$ cat config.mk
export PLATFORM = sky130hd
export DESIGN_NAME = spi_cfg_rx_flat
export DESIGN_NICKNAME = d
export VERILOG_FILES = /design/src/rtl/spi_cfg_rx_if.sv /design/src/rtl/spi_cfg_rx.sv /design/src/flat_wrapper.sv
export SDC_FILE = /design/constraint.sdc
export NUM_CORES = 1
export LEC_CHECK = 0
export CAP_MARGIN = 20
export CORE_ASPECT_RATIO = 0.7
export CORE_UTILIZATION = 35
export CTS_BUF_LIST = sky130_fd_sc_hd__clkbuf_4 sky130_fd_sc_hd__clkbuf_8 sky130_fd_sc_hd__clkbuf_16
export CTS_CLUSTER_DIAMETER = 120
export DETAILED_ROUTE_END_ITERATION = 10
export PLACE_DENSITY = 0.56
export SYNTH_ARGS = -nofsm -noshare
export SYNTH_HDL_FRONTEND = slang
export SYNTH_SLANG_ARGS = --single-unit
$ cat constraint.sdc
create_clock -name clk -period 3 [get_ports clk]
set_input_delay 0.6 -clock clk [delete_from_list [all_inputs] [get_ports clk]]
set_output_delay 0.6 -clock clk [all_outputs]
set_load 0.05 [all_outputs]
$ cat src/rtl/spi_cfg_rx_if.sv
// SPI pin bundle plus the committed-configuration outputs of the framed SPI receiver.
// The slave modport is the receiver; the master modport is the MCU/test side.
interface spi_cfg_rx_if #(
  parameter int unsigned WIDTH = 16
);
  logic             spi_clk;
  logic             spi_ss;
  logic             spi_mosi;
  logic             spi_miso;
  logic [WIDTH-1:0] cfg_out;
  logic             cfg_valid;
  logic             frame_err;

  modport slave (
    input  spi_clk,
    input  spi_ss,
    input  spi_mosi,
    output spi_miso,
    output cfg_out,
    output cfg_valid,
    output frame_err
  );

  modport master (
    output spi_clk,
    output spi_ss,
    output spi_mosi,
    input  spi_miso,
    input  cfg_out,
    input  cfg_valid,
    input  frame_err
  );
endinterface

$ cat src/rtl/spi_cfg_rx.sv
// Oversampled mode-0 SPI slave: assembles MSB-first frames, commits exactly-WIDTH-bit frames
// to cfg_out on slave-select release and shifts the previous configuration back on spi_miso.
module spi_cfg_rx #(
  parameter int unsigned WIDTH       = 16,
  parameter int unsigned SYNC_STAGES = 2
) (
  input logic          clk,
  input logic          nreset,
  spi_cfg_rx_if.slave  bus
);

  localparam int unsigned CntW = $clog2(WIDTH + 2);

  typedef enum logic [1:0] {StIdle, StArmed, StActive, StCommit} state_e;

  state_e                 state_q, state_d;
  logic [SYNC_STAGES-1:0] ss_sync_q, clk_sync_q, mosi_sync_q;
  logic                   ss_prev_q, clk_prev_q;
  logic [SYNC_STAGES:0]   boot_q;
  logic [CntW-1:0]        cnt_q, cnt_d;
  logic [WIDTH-1:0]       rx_q, rx_d, tx_q, tx_d, cfg_q, cfg_d;
  logic                   valid_q, valid_d, err_q, err_d;

  logic ss_s, clk_s, mosi_s;
  logic ss_fall, ss_rise, clk_rise, clk_fall, boot;

  assign ss_s     = ss_sync_q[SYNC_STAGES-1];
  assign clk_s    = clk_sync_q[SYNC_STAGES-1];
  assign mosi_s   = mosi_sync_q[SYNC_STAGES-1];
  assign ss_fall  = ss_prev_q & ~ss_s;
  assign ss_rise  = ~ss_prev_q & ss_s;
  assign clk_rise = ~clk_prev_q & clk_s;
  assign clk_fall = clk_prev_q & ~clk_s;
  // Held high until the synchronizers reflect the real pins, so a frame already in
  // progress at reset release is parked in StArmed instead of looking like a new ss fall.
  assign boot     = boot_q[SYNC_STAGES];

  always_ff @(posedge clk or negedge nreset) begin
    if (!nreset) begin
      ss_sync_q   <= '1;
      clk_sync_q  <= '0;
      mosi_sync_q <= '0;
      ss_prev_q   <= 1'b1;
      clk_prev_q  <= 1'b0;
      boot_q      <= '1;
      state_q     <= StIdle;
      cnt_q       <= '0;
      rx_q        <= '0;
      tx_q        <= '0;
      cfg_q       <= '0;
      valid_q     <= 1'b0;
      err_q       <= 1'b0;
    end else begin
      ss_sync_q   <= {ss_sync_q[SYNC_STAGES-2:0], bus.spi_ss};
      clk_sync_q  <= {clk_sync_q[SYNC_STAGES-2:0], bus.spi_clk};
      mosi_sync_q <= {mosi_sync_q[SYNC_STAGES-2:0], bus.spi_mosi};
      ss_prev_q   <= ss_s;
      clk_prev_q  <= clk_s;
      boot_q      <= {boot_q[SYNC_STAGES-1:0], 1'b0};
      state_q     <= state_d;
      cnt_q       <= cnt_d;
      rx_q        <= rx_d;
      tx_q        <= tx_d;
      cfg_q       <= cfg_d;
      valid_q     <= valid_d;
      err_q       <= err_d;
    end
  end

  always_comb begin
    state_d = state_q;
    cnt_d   = cnt_q;
    rx_d    = rx_q;
    tx_d    = tx_q;
    cfg_d   = cfg_q;
    valid_d = 1'b0;
    err_d   = 1'b0;
    unique case (state_q)
      StIdle: begin
        if (boot) begin
          if (!ss_s) state_d = StArmed;
        end else if (ss_fall) begin
          state_d = StActive;
          cnt_d   = '0;
          tx_d    = cfg_q;
        end
      end
      StArmed: begin
        if (ss_s) state_d = StIdle;
      end
      StActive: begin
        // ss release wins over a coincident spi_clk edge
        if (ss_rise) begin
          state_d = StCommit;
        end else if (clk_rise) begin
          rx_d = {rx_q[WIDTH-2:0], mosi_s};
          if (cnt_q != CntW'(WIDTH + 1)) cnt_d = cnt_q + 1'b1;
        end else if (clk_fall) begin
          tx_d = {tx_q[WIDTH-2:0], 1'b0};
        end
      end
      StCommit: begin
        if (cnt_q == CntW'(WIDTH)) begin
          cfg_d   = rx_q;
          valid_d = 1'b1;
        end else begin
          err_d = 1'b1;
        end
        // A new frame starting during commit reads back the pre-commit configuration
        if (ss_fall) begin
          state_d = StActive;
          cnt_d   = '0;
          tx_d    = cfg_q;
        end else begin
          state_d = StIdle;
        end
      end
      default: state_d = StIdle;
    endcase
  end

  assign bus.spi_miso  = (state_q == StActive) ? tx_q[WIDTH-1] : 1'b0;
  assign bus.cfg_out   = cfg_q;
  assign bus.cfg_valid = valid_q;
  assign bus.frame_err = err_q;

endmodule
$ cat src/flat_wrapper.sv
// flat-port wrapper written by rule: the top's interface ports become plain ports
module spi_cfg_rx_flat 
#(
  parameter int unsigned WIDTH       = 16,
  parameter int unsigned SYNC_STAGES = 2
)
  (clk, nreset, bus_spi_clk, bus_spi_ss, bus_spi_mosi, bus_spi_miso, bus_cfg_out, bus_cfg_valid, bus_frame_err);
  spi_cfg_rx_if #(.WIDTH(WIDTH)) bus_i ();
  input logic clk;
  input logic nreset;
  input wire logic [$bits(bus_i.spi_clk)-1:0] bus_spi_clk;
  input wire logic [$bits(bus_i.spi_ss)-1:0] bus_spi_ss;
  input wire logic [$bits(bus_i.spi_mosi)-1:0] bus_spi_mosi;
  output wire logic [$bits(bus_i.spi_miso)-1:0] bus_spi_miso;
  output wire logic [$bits(bus_i.cfg_out)-1:0] bus_cfg_out;
  output wire logic [$bits(bus_i.cfg_valid)-1:0] bus_cfg_valid;
  output wire logic [$bits(bus_i.frame_err)-1:0] bus_frame_err;
  assign bus_i.spi_clk = bus_spi_clk;
  assign bus_i.spi_ss = bus_spi_ss;
  assign bus_i.spi_mosi = bus_spi_mosi;
  assign bus_spi_miso = bus_i.spi_miso;
  assign bus_cfg_out = bus_i.cfg_out;
  assign bus_cfg_valid = bus_i.cfg_valid;
  assign bus_frame_err = bus_i.frame_err;
  spi_cfg_rx #(.WIDTH(WIDTH), .SYNC_STAGES(SYNC_STAGES)) u_core (.clk(clk), .nreset(nreset), .bus(bus_i));
endmodule
==> results.yml, run 1 <==
outcome:
  status: "completed"
worst_setup_path:
  end_kind: "primary output"
  cp_num_buf_inv: 1
  worstReg2RegStart: "u_core.state_q[0]"
  start_kind: "flip-flop"
  critPathArrivalTime_ns: 1.87
  crit_fanout: 7
  reg2reg_slack_ns: 1.03
  path_class: "flip-flop to primary output"
  slowest_stage: "clkdlybuf4s50_1"
  required_ns: 2.40
  crit_chain: "and2b_1 -> and2_1 -> clkdlybuf4s50_1"
  slowest_delay_ns: 0.79
  reg2reg_to: "u_core.rx_q[8]"
  rr_worst_depth: 5
  cp_top_family: "buffers and inverters"
clock_network:
  cts_resized: 0
  ctsHtreeMaxLevel: 3
  path_clk_slew_ns: 0.05
  clock_latency_ns: 0.32
  numCtsBuffers: 9
  clock_path_buffers: 2
  cts-root-buf: "clkbuf_16"
  cts_tree: "built"
  hold_buffers: 0
  post-cts-setup-buffer-count: 0
  cts_sinks: 68
drt:
  route.detailed.drc: 0
  first_pass_iters: 4
  drt_wl_total_um: 5400
  route.vias.total: 1785
  initialDrtViolationCount: 94
  vias_per_cell: 4.96
  drtAntennaViolNets: 0
  route.detailed.wl_per_inst_um: 15.0
hold_path:
  hold_path_depth: 0
  hp-start: "u_core.clk_sync_q[0]"
  min_to: "u_core.clk_sync_q[1]"
  hold_class: "flip-flop to flip-flop"
die:
  die_y_um: 77.9
  core_area_sq_um: 7940
  fp.dieW_um: 110
  io_pins: 24
  initial_utilization: 0.363
  die-area_sq_um: 8610
  row_count: 27
layout:
  syn_to_final_growth_pct: 20.3
  n_antenna_cell: 0
  fin_util: 0.437
  final_nets: 263
  final.fill_count: 740
  layout.cells.non_filler: 360
  final_area_sq_um: 3470
  layout-drive-gt1-share: 0.301
power_and_ir_drop:
  leakagePower_nw: 1.52
  peakVddDrop_uv: 426
  powerDensity_nw_per_um2: 829
sta:
  fin_tns_setup_ns: 0
  hold_viol_final: 0
  slew_violations: 0
  fmaxAchievable_mhz: 404
  tightest_slew_ns: 0.848
  post-route-period-util: 0.824
  worst_clock_skew_ns: 0.00552
  relSlewSlack: 0.435
  setup_viol: 0
  min_period_ns: 2.47
  rsz0062_at_grt: "no"
grt:
  grt_max_degree: 69
  grt_pass1_vias: 1782
  antenna_found_initial: 0
  grt_use_total: 0.141
  overflow: 0
  grt_pass1_wl_um: 9320
run:
  maxCapViolations: 0
placement:
  placed_area_sq_um: 3170
  routabilityCongestion: 0.764
  dpl.hpwl_um: 3500
  dp.cells: 345
  numPortBuffers: 23
synth:
  synth_fp_nets: 234
  synth_top_area_frac: 0.538
  ys_types: 41
  synth-async-reset-ratio: 1.00
  seq_area_frac_synth: 0.593
  yosys.area.top_type: "dfrtp_1"
  syn_inst: 226
  synthesis.area_sq_um: 2880
  ys_top_cells_by_area: "dfrtp_1 54%, mux2_2 12%, dfstp_2 5.5%"
  yosysWarnings: 0
  synth_edf_count: 0
  syn_area_per_cell_sq_um: 12.8
  synthFlopType: "dfrtp_1"
  ys_ff_latch: 68
## cell usage after synthesis, types with 2 or more instances
| master | instances |
|---|---|
| buf_6 | 3 |
| nor2_1 | 3 |
| mux2_2 | 32 |
| o21ai_0 | 5 |
| a31oi_1 | 7 |
| inv_1 | 7 |
| buf_12 | 2 |
| a21oi_1 | 15 |
| a31oi_2 | 10 |
| buf_4 | 3 |
| o21ai_2 | 2 |
| dfrtp_1 | 62 |
| a22o_1 | 2 |
| ha_1 | 3 |
| dfstp_2 | 6 |
| and2_1 | 2 |
| nand2_1 | 35 |
| nand2b_1 | 3 |
| nor2b_1 | 2 |
## layout by cell type (no fill, tap or decap), types with 2 or more instances in the layout
cell type        instances
buf_4                    6
o21ai_2                  2
inv_1                    7
a21oi_1                 15
clkbuf_16                9
and2_1                   2
clkdlybuf4s50_1         22
o21ai_0                  5
a22o_1                   2
mux2_2                  32
a31oi_2                 10
nor2b_1                  2
nand2_1                 35
nor2_1                   3
dfrtp_1                 62
ha_1                     3
a31oi_1                  7
dfstp_2                  6
clkbuf_4                 3
nand2b_1                 3
## layout make-up
cell class                 instances  area [sq um]  area share
tap                              101           126      0.0364
inverter                           7          26.3     0.00758
timing repair buffer              29           270      0.0779
sequential                        68          1710       0.493
clock inverter                     2          35.0      0.0101
clock buffer                      13           262      0.0754
multi-input combinational        140          1040       0.300
## sequential cells by signal, summed over array words and instances (netlist names)
name                  count
u_core.clk_sync_q         2
u_core.bus.cfg_valid      1
u_core.clk_prev_q         1
u_core.cnt_q              5
u_core.mosi_sync_q        2
u_core.boot_q             3
u_core.rx_q              16
u_core.ss_sync_q          2
u_core.ss_prev_q          1
u_core.state_q            2
u_core.tx_q              16
u_core.bus.frame_err      1
u_core.bus.cfg_out       16
## logic make-up (layout without fill, tap and decap cells)
group | Yosys count | after routing | synth area share
AOI/OAI and AO/OA | 46 | 46 | 0.121
other | 1 | 1 | 0.00130
and+or+nand+nor | 57 | 57 | 0.0963
buffers and inverters | 18 | 51 | 0.0469
DFF | 68 | 68 | 0.593
adders and majority gates | 3 | 3 | 0.0130
muxes | 33 | 33 | 0.129
## where the power goes
| group | switching [mW] | internal (mW) |
|---|---|---|
| Clock | 0.352 | 0.687 |
| Sequential | 0.110 | 1.09 |
| Combinational | 0.380 | 0.258 |
| Total | 0.842 | 2.03 |
## worst max path at each step
stage | cells after the start | slack, ns | to | startpoint
after global placement | 3 | 0.88 | bus_spi_miso | u_core.state_q[0]
after global routing | 3 | 0.46 | bus_spi_miso | u_core.state_q[0]
after detailed placement | 3 | 0.86 | bus_spi_miso | u_core.state_q[0]
final | 3 | 0.53 | bus_spi_miso | u_core.state_q[0]
after CTS | 3 | 0.51 | bus_spi_miso | u_core.state_q[0]
after floorplan | 4 | 0.93 | bus_spi_miso | u_core.state_q[0]
## through the flow
step / total power [mW] / hold slack, ns / setup slack [ns]
after floorplan: 1.75 / 0.304 / 0.932
after global placement: 1.85 / 0.341 / 0.875
after detailed placement: 1.86 / 0.336 / 0.861
after CTS: 2.91 / 0.343 / 0.507
after global routing: 3.05 / 0.358 / 0.457
final: 2.88 / 0.343 / 0.528
## per-layer routing
| metal | routed length (um) | track usage | vias to the layer above |
|---|---|---|---|
| li1 | - | - | 847 |
| met1 | 2790 | 0.198 | 910 |
| met2 | 2390 | 0.200 | 22 |
| met3 | 180 | 0.0539 | 6 |
| met4 | 39 | 0.0400 | 0 |
| met5 | 0 | 0 | - |
No activity file was read; power rests on OpenSTA's default activity.
==> inputs of run 2 (changes only) <==
Clock period 3 ns to 2.6 ns, I/O delays scaled along.
==> results.yml, run 2 (synthesis results as in run 1) <==
outcome:
  status: "completed"
drt:
  vias_per_cell: 4.86
  route.detailed.wl_per_inst_um: 14.9
  drt_wl_total_um: 5370
  route.vias.total: 1754
  drtAntennaViolNets: 0
  first_pass_iters: 4
  route.detailed.drc: 0
  initialDrtViolationCount: 121
die:
  fp.dieW_um: 110
  die_y_um: 77.9
  die-area_sq_um: 8610
  row_count: 27
  io_pins: 24
  initial_utilization: 0.363
  core_area_sq_um: 7940
layout:
  multi_input_area_sq_um: 1040
  final_nets: 263
  final_common_cell: "dfrtp_1"
  layout.cells.non_filler: 361
  layout-drive-gt1-share: 0.308
  syn_to_final_growth_pct: 23.6
  final.fill_count: 725
  n_antenna_cell: 0
  final_area_sq_um: 3570
  seq_area_sq_um: 1710
  mostFrequentLayoutCells: "62 x dfrtp_1, 35 x nand2_1, 32 x mux2_2"
placement:
  dp_slack_ns: 0.499
  dpl.hpwl_um: 3550
  routabilityCongestion: 0.706
  numPortBuffers: 23
  placed_area_sq_um: 3190
  dp.cells: 345
clock_network:
  cts_resized: 0
  clock_path_buffers: 2
  cts_tree: "built"
  cts_sinks: 68
  post-cts-setup-buffer-count: 0
  ctsHtreeMaxLevel: 3
  clock_latency_ns: 0.33
  hold_buffers: 0
  numCtsBuffers: 9
  path_clk_slew_ns: 0.06
  cts-root-buf: "clkbuf_16"
sta:
  worst_clock_skew_ns: 0.00635
  rsz0062_at_grt: "no"
  fmaxAchievable_mhz: 474
  tightest_slew_ns: 0.844
  slew_violations: 0
  hold_viol_final: 0
  relSlewSlack: 0.436
  min_period_ns: 2.11
  fin_tns_setup_ns: 0
  whs_ns: 0.0879
  setup_viol: 0
  post-route-period-util: 0.811
  fin_ws_ns: 0.492
worst_setup_path:
  path_class: "flip-flop to flip-flop"
  required_ns: 2.79
  slowest_stage: "dfstp_2"
  slowest_delay_ns: 0.56
  crit_chain: "or4b_4 -> o211ai_2 -> and2_1 -> buf_4 -> a31oi_1"
  crit_fanout: 20
  end_kind: "flip-flop"
  start_kind: "flip-flop"
  critPathArrivalTime_ns: 2.30
grt:
  grt_max_degree: 44
  antenna_found_initial: 0
  grt_pass1_vias: 1713
  grt_pass1_wl_um: 9130
  grt_use_total: 0.139
  overflow: 0
power_and_ir_drop:
  powerDensity_nw_per_um2: 1010
  peakVddDrop_uv: 509
  leakagePower_nw: 1.56
hold_path:
  hold_class: "input port to async pin"
run:
  maxCapViolations: 0
==> run 2: cell count changes in the layout (fill, tap and decap cells not counted), sizes merged <==
cell           delta
bufinv            +3
buf               +1
clkbuf            -4
clkdlybuf4s50     -1
inv               +2
==> run 2: worst paths after layout <==
check	start	endpoint	slack [ns]	cells past startpoint
min in group clk	u_core.clk_sync_q[0]	u_core.clk_sync_q[1]	0.34	0
min reg2reg	u_core.clk_sync_q[0]	u_core.clk_sync_q[1]	0.34	0
max	u_core.ss_prev_q	u_core.tx_q[11]	0.49	5
max in group asynchronous	nreset	u_core.ss_prev_q	1.93	2
max reg2reg	u_core.ss_prev_q	u_core.tx_q[11]	0.49	5
min	nreset	u_core.bus.cfg_out[14]	0.09	1
==> run 2: report_power, final <==
| group | switching, mW | internal, mW |
|---|---|---|
| registers | 0.122 | 1.26 |
| clock network | 0.460 | 1.04 |
| logic | 0.435 | 0.304 |
| total | 1.02 | 2.60 |
==> run 2: cell type report <==
class,instances,area share
repair buffers,29,0.0821
inverters,7,0.00737
flip-flops and latches,68,0.479
well taps,101,0.0354
clock inverters,7,0.0411
clock buffers,9,0.0632
multi-input cells,140,0.292
==> run 2: per-layer routing <==
layer  global-route usage  vias up  part of all wire
met5                    0        -                 0
met4               0.0400        0            0.0086
li1                     -      855                 -
met1                0.198      874              0.53
met2                0.189       19              0.43
met3               0.0609        6             0.031
==> run 2: per-stage QoR <==
step	total power [mW]	utilization
after floorplan	2.02	-
after global placement	2.13	0.402
after detailed placement	2.14	0.402
after CTS	3.66	0.449
after global routing	3.82	0.449
final	3.62	0.449
==> run 2: critical path, delay by kind of cell (launching register included) <==
kind / cells / cell delay, ns
simple gates: 2 / 0.70
buf+inv: 1 / 0.25
flops: 1 / 0.56
compound gates: 2 / 0.45
==> inputs of run 3 (changes only) <==
Clock period 2.6 ns to 2.1 ns, I/O delays scaled along.
==> results.yml, run 3 (synthesis results as in run 1) <==
placement:
  routabilityCongestion: 0.756
  numPortBuffers: 23
  dpl.hpwl_um: 3440
  dp_slack_ns: 0.249
drt:
  route.detailed.drc: 0
  drt_wl_total_um: 5430
  first_pass_iters: 4
  route.detailed.wl_per_inst_um: 15.0
  drtAntennaViolNets: 0
  vias_per_cell: 4.98
  route.vias.total: 1804
  initialDrtViolationCount: 100
grt:
  grt_max_degree: 69
  grt_pass1_wl_um: 9190
  overflow: 0
  antenna_found_initial: 0
  grt_use_total: 0.138
  grt_pass1_vias: 1748
clock_network:
  hold_buffers: 0
  cts_sinks: 68
  ctsHtreeMaxLevel: 3
  path_clk_slew_ns: 0.06
  cts-root-buf: "clkbuf_16"
  cts_resized: 0
  post-cts-setup-buffer-count: 0
  clock_latency_ns: 0.33
  cts_tree: "built"
  clock_path_buffers: 2
  numCtsBuffers: 9
worst_setup_path:
  startpoint: "u_core.bus.cfg_out[4]"
  cp_num_buf_inv: 1
  slowest_delay_ns: 0.84
  crit_chain: "clkdlybuf4s50_1"
  start_kind: "flip-flop"
  crit_fanout: 3
  worstReg2RegStart: "u_core.ss_prev_q"
  cp_top_family: "buffers and inverters"
  end_kind: "primary output"
  path_class: "flip-flop to primary output"
  slowest_stage: "clkdlybuf4s50_1"
  required_ns: 1.68
  critPathArrivalTime_ns: 1.57
sta:
  relSlewSlack: 0.520
  hold_viol_final: 0
  slew_violations: 0
  fmaxAchievable_mhz: 503
  fin_tns_setup_ns: 0
  worst_clock_skew_ns: 0.00758
  rsz0062_at_grt: "no"
  fin_ws_ns: 0.110
  min_period_ns: 1.99
  tightest_slew_ns: 0.721
  setup_viol: 0
  post-route-period-util: 0.947
hold_path:
  hold_class: "input port to async pin"
layout:
  n_antenna_cell: 0
  final_common_cell: "dfrtp_1"
  final_nets: 264
  layout-drive-gt1-share: 0.310
  syn_to_final_growth_pct: 21.4
  mostFrequentLayoutCells: "62 x dfrtp_1, 35 x nand2_1, 32 x mux2_2"
die:
  io_pins: 24
  die_y_um: 77.9
  initial_utilization: 0.363
  core_area_sq_um: 7940
  die-area_sq_um: 8610
  row_count: 27
  fp.dieW_um: 110
power_and_ir_drop:
  powerDensity_nw_per_um2: 1180
  peakVddDrop_uv: 420
  leakagePower_nw: 1.52
run:
  maxCapViolations: 0
outcome:
  status: "completed"
run 3: cell types whose count changed in the layout (fill, tap and decap cells not counted), sizes merged:
cell / before / now
buf: 8 / 9
bufinv: 4 / 1
inv: 9 / 8
clkinvlp: 0 / 3
clkinv: 1 / 2
run 3: area by class of cell:
| class | instances | area (sq um) |
|---|---|---|
| Clock buffer | 9 | 225 |
| Clock inverter | 7 | 75.1 |
| Fill cell | 735 | 4440 |
| Inverter | 7 | 26.3 |
| Multi-Input combinational cell | 140 | 1040 |
| Sequential cell | 68 | 1710 |
| Tap cell | 101 | 126 |
| Timing Repair Buffer | 30 | 300 |
run 3: metal layers:
metal / track usage / vias up / share of wire
met3: 0.0438 / 5 / 0.038
met2: 0.193 / 33 / 0.44
li1: - / 855 / -
met4: 0.0560 / 0 / 0.0098
met1: 0.196 / 911 / 0.52
met5: 0 / - / 0
run 3: power by group:
part	internal (mW)	switching [mW]	total, mW
Sequential	1.55	0.152	1.71
Clock	0.921	0.563	1.48
Combinational	0.385	0.549	0.934
Total	2.86	1.26	4.12
run 3: worst paths after layout:
| path | endpoint | slack (ns) | cells past startpoint |
|---|---|---|---|
| max | bus_cfg_out[4] | 0.11 | 1 |
| min | u_core.bus.cfg_out[13] | 0.11 | 2 |
| max reg2reg | u_core.tx_q[9] | 0.23 | 5 |
| min reg2reg | u_core.clk_sync_q[1] | 0.35 | 0 |
| max in group asynchronous | u_core.boot_q[2] | 1.68 | 2 |
| min in group clk | u_core.clk_sync_q[1] | 0.35 | 0 |
run 3: stage by stage:
step	cells	instance area, sq um	utilization	hold WS (ns)	power (mW)
floorplan	226	2880	-	0.124	2.50
global placement	346	3200	0.403	0.341	2.65
detailed placement	346	3200	0.403	0.338	2.67
CTS	362	3500	0.441	0.111	4.19
global route	362	3500	0.441	0.134	4.35
finish	362	3500	0.441	0.109	4.12
